## src/rtl/proc_pkg.sv

```systemverilog
// Shared definitions for the 18-bit, 16-register processor: opcodes, FSM states,
// ALU codes, instruction field positions and the decoded-control bundle.
package proc_pkg;

  localparam int INSTR_W = 18;
  localparam int REG_AW  = 4;

  localparam logic [3:0] OP_ADD  = 4'h0;
  localparam logic [3:0] OP_SUB  = 4'h1;
  localparam logic [3:0] OP_AND  = 4'h2;
  localparam logic [3:0] OP_OR   = 4'h3;
  localparam logic [3:0] OP_XOR  = 4'h4;
  localparam logic [3:0] OP_ADDI = 4'h5;
  localparam logic [3:0] OP_LDI  = 4'h6;
  localparam logic [3:0] OP_BEQ  = 4'h7;
  localparam logic [3:0] OP_JMP  = 4'h8;
  localparam logic [3:0] OP_HALT = 4'hF;

  localparam logic [3:0] ALU_ADD = 4'h0;
  localparam logic [3:0] ALU_SUB = 4'h1;
  localparam logic [3:0] ALU_AND = 4'h2;
  localparam logic [3:0] ALU_OR  = 4'h3;
  localparam logic [3:0] ALU_XOR = 4'h4;

  localparam int OPC_HI   = 17;
  localparam int OPC_LO   = 14;
  localparam int RD_HI    = 13;
  localparam int RD_LO    = 10;
  localparam int RS1_HI   = 9;
  localparam int RS1_LO   = 6;
  localparam int RS2_HI   = 5;
  localparam int RS2_LO   = 2;
  localparam int IMM6_HI  = 5;
  localparam int IMM10_HI = 9;

  typedef enum logic [2:0] {
    S_FETCH     = 3'd0,
    S_DECODE    = 3'd1,
    S_EXECUTE   = 3'd2,
    S_WRITEBACK = 3'd3,
    S_HALT      = 3'd4
  } state_t;

  typedef struct packed {
    logic [REG_AW-1:0]  addr1;
    logic [REG_AW-1:0]  addr2;
    logic [REG_AW-1:0]  wr_addr;
    logic [3:0]         alu_op;
    logic               alu_src_imm;
    logic [INSTR_W-1:0] imm;
    logic               wb_sel;
    logic               write;
  } decode_t;

endpackage

```

## src/rtl/instr_decoder.sv

```systemverilog
// Combinational opcode map: read-address select, ALU control, immediate
// extension, writeback select and register-write flag for one instruction word.
module instr_decoder
  import proc_pkg::*;
(
  input  logic [INSTR_W-1:0] instr,
  output decode_t            dec
);

  logic [3:0] opcode;
  logic [3:0] rd;
  logic [3:0] rs1;
  logic [3:0] rs2;
  logic [5:0] imm6;
  logic [9:0] imm10;

  assign opcode = instr[OPC_HI:OPC_LO];
  assign rd     = instr[RD_HI:RD_LO];
  assign rs1    = instr[RS1_HI:RS1_LO];
  assign rs2    = instr[RS2_HI:RS2_LO];
  assign imm6   = instr[IMM6_HI:0];
  assign imm10  = instr[IMM10_HI:0];

  always_comb begin
    dec         = '0;
    dec.wr_addr = rd;
    dec.write   = (opcode <= OP_LDI);
    case (opcode)
      OP_ADD: begin dec.addr1 = rs1; dec.addr2 = rs2; dec.alu_op = ALU_ADD; end
      OP_SUB: begin dec.addr1 = rs1; dec.addr2 = rs2; dec.alu_op = ALU_SUB; end
      OP_AND: begin dec.addr1 = rs1; dec.addr2 = rs2; dec.alu_op = ALU_AND; end
      OP_OR:  begin dec.addr1 = rs1; dec.addr2 = rs2; dec.alu_op = ALU_OR;  end
      OP_XOR: begin dec.addr1 = rs1; dec.addr2 = rs2; dec.alu_op = ALU_XOR; end
      OP_ADDI: begin
        dec.addr1       = rs1;
        dec.addr2       = rs2;
        dec.alu_op      = ALU_ADD;
        dec.alu_src_imm = 1'b1;
        dec.imm         = {{(INSTR_W-6){imm6[5]}}, imm6};
      end
      OP_LDI: begin
        dec.imm    = {{(INSTR_W-10){1'b0}}, imm10};
        dec.wb_sel = 1'b1;
      end
      // Branch compares R[rd] with R[rs1] through a subtract; imm carries the offset.
      OP_BEQ: begin
        dec.addr1  = rd;
        dec.addr2  = rs1;
        dec.alu_op = ALU_SUB;
        dec.imm    = {{(INSTR_W-6){imm6[5]}}, imm6};
      end
      OP_JMP: dec.imm = {{(INSTR_W-10){1'b0}}, imm10};
      default: ;
    endcase
  end

endmodule

```

## src/rtl/fetch_decode_ctrl.sv

```systemverilog
// Multi-cycle FETCH/DECODE/EXECUTE/WRITEBACK controller: owns PC, instruction
// register, branch resolution and halt; decode outputs are derived from the IR.
module fetch_decode_ctrl
  import proc_pkg::*;
#(
  parameter int PC_W   = 10,
  parameter int DATA_W = 18
) (
  input  logic              clk,
  input  logic              reset,
  output logic [PC_W-1:0]   imem_addr,
  output logic              imem_req,
  input  logic [DATA_W-1:0] imem_rdata,
  input  logic              imem_ack,
  output logic [3:0]        rf_read_addr1,
  output logic [3:0]        rf_read_addr2,
  output logic [3:0]        rf_write_addr,
  output logic              rf_write_enable,
  output logic [3:0]        alu_op,
  output logic              alu_src_imm,
  output logic [DATA_W-1:0] imm_out,
  output logic              wb_sel,
  input  logic              alu_zero,
  output logic [PC_W-1:0]   pc_out,
  output logic              halted
);

  // imem handshake: a fetch completes on the rising edge where imem_req and
  // imem_ack are both high; imem_ack at any other time has no effect.

  state_t            state;
  logic [PC_W-1:0]   pc;
  logic [DATA_W-1:0] ir;
  logic              req_q;
  logic              we_q;
  logic              zero_q;
  logic              halted_q;
  logic [3:0]        opcode;
  logic [PC_W-1:0]   next_pc;
  decode_t           dec;

  // The IR only changes on a completed fetch, so every decoded output is
  // stable from DECODE through WRITEBACK and reads as zero after reset.
  instr_decoder u_dec (
    .instr (ir),
    .dec   (dec)
  );

  assign opcode = ir[OPC_HI:OPC_LO];

  always_comb begin
    next_pc = pc + PC_W'(1);
    if (opcode == OP_BEQ && zero_q) begin
      next_pc = pc + dec.imm[PC_W-1:0];
    end else if (opcode == OP_JMP) begin
      next_pc = dec.imm[PC_W-1:0];
    end
  end

  always_ff @(posedge clk) begin
    if (reset) begin
      state    <= S_FETCH;
      pc       <= '0;
      ir       <= '0;
      req_q    <= 1'b0;
      we_q     <= 1'b0;
      zero_q   <= 1'b0;
      halted_q <= 1'b0;
    end else begin
      case (state)
        S_FETCH: begin
          if (req_q && imem_ack) begin
            ir    <= imem_rdata;
            req_q <= 1'b0;
            state <= S_DECODE;
          end else begin
            req_q <= 1'b1;
          end
        end
        S_DECODE: state <= S_EXECUTE;
        S_EXECUTE: begin
          zero_q <= alu_zero;
          we_q   <= dec.write;
          state  <= S_WRITEBACK;
        end
        S_WRITEBACK: begin
          we_q <= 1'b0;
          if (opcode == OP_HALT) begin
            halted_q <= 1'b1;
            state    <= S_HALT;
          end else begin
            pc    <= next_pc;
            req_q <= 1'b1;
            state <= S_FETCH;
          end
        end
        S_HALT: state <= S_HALT;
        default: begin
          req_q <= 1'b0;
          state <= S_FETCH;
        end
      endcase
    end
  end

  assign imem_addr       = pc;
  assign pc_out          = pc;
  assign imem_req        = req_q;
  assign halted          = halted_q;
  assign rf_read_addr1   = dec.addr1;
  assign rf_read_addr2   = dec.addr2;
  assign rf_write_addr   = dec.wr_addr;
  assign alu_op          = dec.alu_op;
  assign alu_src_imm     = dec.alu_src_imm;
  assign imm_out         = dec.imm;
  assign wb_sel          = dec.wb_sel;
  // Reset on the closing edge of WRITEBACK must cancel the pending write.
  assign rf_write_enable = we_q & ~reset;

endmodule

```

## config.mk

```make
export PLATFORM = sky130hd
export DESIGN_NAME = fetch_decode_ctrl
export DESIGN_NICKNAME = d
export VERILOG_FILES = /design/src/rtl/proc_pkg.sv /design/src/rtl/instr_decoder.sv /design/src/rtl/fetch_decode_ctrl.sv
export SDC_FILE = /design/constraint.sdc
export NUM_CORES = 1
export LEC_CHECK = 0
export CAP_MARGIN = 15
export CORE_UTILIZATION = 51
export CTS_CLUSTER_DIAMETER = 80
export DETAILED_ROUTE_END_ITERATION = 7
export PLACE_DENSITY_LB_ADDON = 0.15
export SLEW_MARGIN = 0
export SYNTH_ARGS = -nofsm -noshare
export SYNTH_HDL_FRONTEND = slang
export SYNTH_HIERARCHICAL = 1
export SYNTH_SLANG_ARGS = --single-unit
```

## constraint.sdc

```tcl
create_clock -name clk -period 6.9 [get_ports clk]
set_input_delay 1.38 -clock clk [delete_from_list [all_inputs] [get_ports clk]]
set_output_delay 1.38 -clock clk [all_outputs]
set_load 0.1 [all_outputs]
```

Word-level counts from Yosys, hierarchy flattened
Cells that the tools add are included.
- output and inout port bits: 59
- word-level logic and storage cells: 57
- bits in registers: 35
- reductions and logical operators: 14
- mux-type cells: 14
- bitwise operators: 4
- $add $sub $neg: 2
- order comparisons: 1
- equal/unequal tests: 15
- operators with widths (cell ; number):
    one-hot mux 18 bit (2 select lines) ; 1
    2-to-1 mux 10 bit ; 2
    == test 4 x 3 -> 1 bit, second input constant ; 4
    one-hot mux 8 bit (2 select lines) ; 1
    one-hot mux 3 bit (5 select lines) ; 1
    one-hot mux 3 bit (4 select lines) ; 1
    adder 10 x 1 -> 10 bit, second input constant ; 1
    adder 10 bit ; 1
    == test 4 x 2 -> 1 bit, second input constant ; 2
    == test 4 bit, second input constant ; 2
    AND reduction 2 bit ; 4
    == test 3 x 2 -> 1 bit, second input constant ; 2
    2-to-1 mux 3 bit ; 2
    OR reduction 2 bit ; 3
    OR reduction 6 bit ; 1
    == test 4 x 1 -> 1 bit, second input constant ; 1
    less-or-equal comparator 4 x 3 -> 1 bit, second input constant ; 1
    logical NOT 4 bit ; 1
    2-to-1 mux 1 bit ; 4
    != test 2 bit, second input constant ; 2
    == test 3 x 1 -> 1 bit, second input constant ; 1
    == test 3 bit, second input constant ; 1
    logical NOT 3 bit ; 1
    inverter 1 bit ; 3
    6 further kinds ; 7

Longest topological paths before layout
- depth in word-level cells: 5
- gate-level depth with buffers: 11
- mapped depth without buffers: 10

Cells and area by module
The synthesis kept the hierarchy.
- modules (own cells, without submodules) (module ; instances ; area an instance (sq um) ; sequential area each (sq um) ; cells each):
    fetch_decode_ctrl ; 1 ; 2184.6 ; 700.7 ; 276
    instr_decoder ; 1 ; 456.7 ; 0.0 ; 76

Worst setup path after synthesis
Ideal clock, no wire load.
- path kind: reg2reg
- start: reg ir[15]
- end: reg pc[9] (netlist: imem_addr[9])
- required time: 6809 ps
- stages on the path, launching flop included: 11
- library setup time: 91 ps
- arrival time: 4711 ps
- path slack: 2098 ps
- buffers on the path: 1
- path through: dfxtp_1 > buf_2 > nor2b_1 > a21oi_1 > o21ai_0 > ha_1 > a2111oi_4 > o21ai_2 > a41oi_2 > xnor2_1 > a311oi_1
- cells in the longest elaborated chain, start to end: 5
- elaborated cells between the ends (all ways): 14
- those cells by class: add/sub: 1; eq/ne: 5; mux: 3; bitwise: 1; reduce/logical: 4
- RTL lines (item ; RTL line ; text):
    start, declared ; fetch_decode_ctrl.sv:33 ; logic [DATA_W-1:0] ir;
    start signal, assigned ; fetch_decode_ctrl.sv:73 ; ir <= imem_rdata;
    == test 4 bit or == test 4 x 3 -> 1 bit (tied branches) ; instr_decoder.sv:28 ; case (opcode)
    OR reduction 2 bit (no line) ; -- ;
    one-hot mux 18 bit (2 select lines) (*) ; instr_decoder.sv:28 ;
    via imm_out[6] ; fetch_decode_ctrl.sv:21 ; output logic [DATA_W-1:0] imm_out,
    adder 10 bit (*) ; fetch_decode_ctrl.sv:54 ; next_pc = pc + dec.imm[PC_W-1:0];
    2-to-1 mux 10 bit (*) ; fetch_decode_ctrl.sv:53 ; if (opcode == OP_BEQ && zero_q) begin
    end signal, assigned ; fetch_decode_ctrl.sv:92 ; pc <= next_pc;
    end, declared ; fetch_decode_ctrl.sv:32 ; logic [PC_W-1:0] pc;
The timed path passes the listed nets; every way through them passes the cells marked *.
A chain may end at the register's enable or synchronous reset.

Worst setup path in the final report
- start: in reset
- end: out rf_write_enable
- cells in the longest elaborated chain, start to end: 2
- RTL lines (item ; RTL line ; text):
    start, declared ; fetch_decode_ctrl.sv:10 ; input logic reset,
    inverter 1 bit ; fetch_decode_ctrl.sv:118 ; assign rf_write_enable = we_q & ~reset;
    bitwise AND 1 bit ; fetch_decode_ctrl.sv:118 ;
    end, declared ; fetch_decode_ctrl.sv:18 ; output logic rf_write_enable,
No other way between the ends.

==> metrics <==
Worst Path Max Fanout=37; Setup TNS=0 ns; reg2reg path depth=9; Distinct cells, synth=56; RR Startpoint=ir[16]; critical path required time=5.52 ns; synthesized area per cell=7.50 um^2; hold_ws=0.452 ns; total nets after synthesis=385; crit-path max cell delay=1.15 ns; Synth Instances=352; Arr. time, crit path=3.35 ns; setup violators final=0; largest net degree at the start of global routing=38; hold path start=halted; Layout Skew=0.00907 ns; Max-slew headroom=34.2%; Hold Path Stages=2; P_leak=1.18 nW; IO Count=81; WL/cell=14.5 um; WHS Endpoint=halted; Syn-to-layout area delta=26.7%; most common cell type on the critical path=clkdlybuf4s50_1; RSZ-0062 raised after global routing=no; #FFs+latches synth=35; total clock sinks=35; layout cell share with drive strength beyond 1=5.04%; final hold violations=0; class of the tightest hold or removal check=flip-flop to flip-flop; Post-synth EDFFs=0; DP HPWL=4780 um; Starting Density=54.5%; status=complete, no violations; # resized after CTS=0; initial antenna violation count=0; Initial DRC Count=226; Worst-Margin Slew=0.984 ns; root buf cell=clkbuf_8; first-pass GRT wire length=10700 um; clock transition at the registers of the reported paths=0.07 ns; Setup crit start kind=input port; Worst-Skew Late Latency=0.29 ns; Die Footprint=5470 um^2; # diodes=0; Crit. End Element=primary output; Nets=429; Die Wd=74.0 um; Power Total=0.567 mW; vias in the first global route=2296; Seq/Total Area, Yosys=26.5%; CTS buffer count=5; worst setup path class=input port to primary output; max cap viols=0; Placer Congestion=0.834; fin crit share=68.6%; Post-CTS Setup Inserts=0; power density over cell area=169 nW/um^2; Critical Path, Cell by Cell=clkdlybuf4s50_1 > buf_4 > nor2b_1 > clkdlybuf4s50_1; DRC Markers=0; Max Slew Vio Count=0; CTS Buffer Depth=2; RR Endpoint=imem_addr[9]; routed via count=2693; post-synthesis cell area=2640 um^2; Vias/cell=5.80; height of the die=74.0 um; first-pass iteration count of the detailed router=5; grt total ovfl=0; I/O Buffers=79; Max rail drop VDD=0.000127 V; ys flop type=dfxtp_1; cts hold-fix bufs=0; Final Util=69.0%; Yosys warnings=6; # rows=25; CTS H-tree depth=2; fmax=0.211 GHz; CORE AREA=4850 um^2; crit path max-delay cell type=clkdlybuf4s50_1; CTS tree=yes; GRT Total Usage=25.0%; Final Critical Period=4.73 ns; Async SR Flop Fraction=0%; DRT antenna net count=0; R2R Setup Slk=3.59 ns; final WL=6710 um
-- state kept, by name, indices dropped and copies added, names as in the netlist --
name / count
ir: 18
imem_addr: 10
state: 3
halted: 1
imem_req: 1
we_q: 1
zero_q: 1
-- Yosys cell counts (all sizes together), types with 2 or more instances --
| master | n | area [um^2] |
|---|---|---|
| nand4 | 11 | 68.8 |
| nor3 | 11 | 55.1 |
| nor3b | 4 | 30.0 |
| a21o | 5 | 37.5 |
| nor2 | 22 | 82.6 |
| a2111oi | 2 | 36.3 |
| clkbuf | 9 | 35.0 |
| o211ai | 2 | 20.0 |
| a211oi | 8 | 70.1 |
| ha | 10 | 125 |
| nand3 | 9 | 45.0 |
| a21oi | 42 | 210 |
| o21ai | 17 | 88.8 |
| buf | 34 | 234 |
| or2 | 2 | 12.5 |
| a31oi | 3 | 18.8 |
| xor2 | 4 | 35.0 |
| nor4b | 3 | 47.5 |
| a311oi | 6 | 52.6 |
| nand2b | 4 | 25.0 |
| o22ai | 2 | 12.5 |
| dfxtp | 35 | 701 |
| nand3b | 3 | 22.5 |
| nand2 | 58 | 218 |
| o21bai | 2 | 26.3 |
| and4 | 3 | 26.3 |
| inv | 5 | 18.8 |
| xnor2 | 7 | 61.3 |
| nor4 | 2 | 12.5 |
| and3 | 2 | 12.5 |
| nor2b | 7 | 43.8 |
| and2 | 7 | 43.8 |
-- worst max path at each step --
stage,end,depth (start not counted),startpoint
2_1_floorplan,imem_addr[9],10,ir[15]
3_3_place_gp,rf_write_enable,4,reset
3_5_place_dp,rf_write_enable,4,reset
4_1_cts,rf_write_enable,4,reset
5_1_grt,rf_write_enable,4,reset
6_report,rf_write_enable,4,reset
-- layout by cell type (no fill, tap or decap), types with 6 or more instances in the layout --
cell type and count:
a211oi_1 6, a311oi_1 6, dfxtp_1 35, nor2b_1 7
nand2_1 58, ha_1 10, nor2_1 22, and2_1 7
a21oi_1 42, nor3_1 11, xnor2_1 7, o21ai_0 15
nand3_1 9, clkdlybuf4s50_1 79, nand4_1 11
-- through the flow --
| step | cell area, um^2 | setup slack, ns | instances |
|---|---|---|---|
| 2_1_floorplan | 2640 | 2.10 | 352 |
| 4_1_cts | 3350 | 2.17 | 464 |
| 6_report | 3350 | 2.17 | 464 |
| 5_1_grt | 3350 | 2.09 | 464 |
| 3_3_place_gp | 3250 | 2.20 | 456 |
| 3_5_place_dp | 3250 | 2.18 | 456 |
-- routing by layer --
layer	GRT usage (%)	up-vias	routed length, um
met5	0	-	0
met4	7.26	0	63
met3	3.93	8	484
met2	41.5	122	3270
met1	33.6	1240	2890
li1	-	1323	-
-- logic make-up (layout without fill, tap and decap cells) --
kind of cell    Yosys count  in the layout  share of synthesized area [%]
xor+xnor                 11             11                           3.65
fa+ha+maj                11             11                           5.50
compound gates           94             94                           23.6
flops                    35             35                           26.5
other cells               1              1                          0.142
simple gates            151            151                           29.3
buf+inv                  48             93                           10.9
mux                       1              1                          0.379
-- critical path, delay by kind of cell --
kind | cells | cell delay (ns)
buf+inv | 3 | 1.80
simple gates | 1 | 0.16
-- power by group --
part	switching (mW)	total, mW	internal [mW]
clock network	0.0817	0.154	0.0722
logic	0.124	0.175	0.0512
registers	0.0234	0.238	0.214
total	0.229	0.567	0.338
-- layout make-up --
type	count	area (um^2)
clock buffer	5	68.8
clock inverter	3	23.8
fill	417	1500
inverter	5	18.8
multi-input combinational	269	1650
sequential	35	701
tap	67	83.8
timing repair buffer	80	798
No activity file was read; power rests on OpenSTA's default activity.
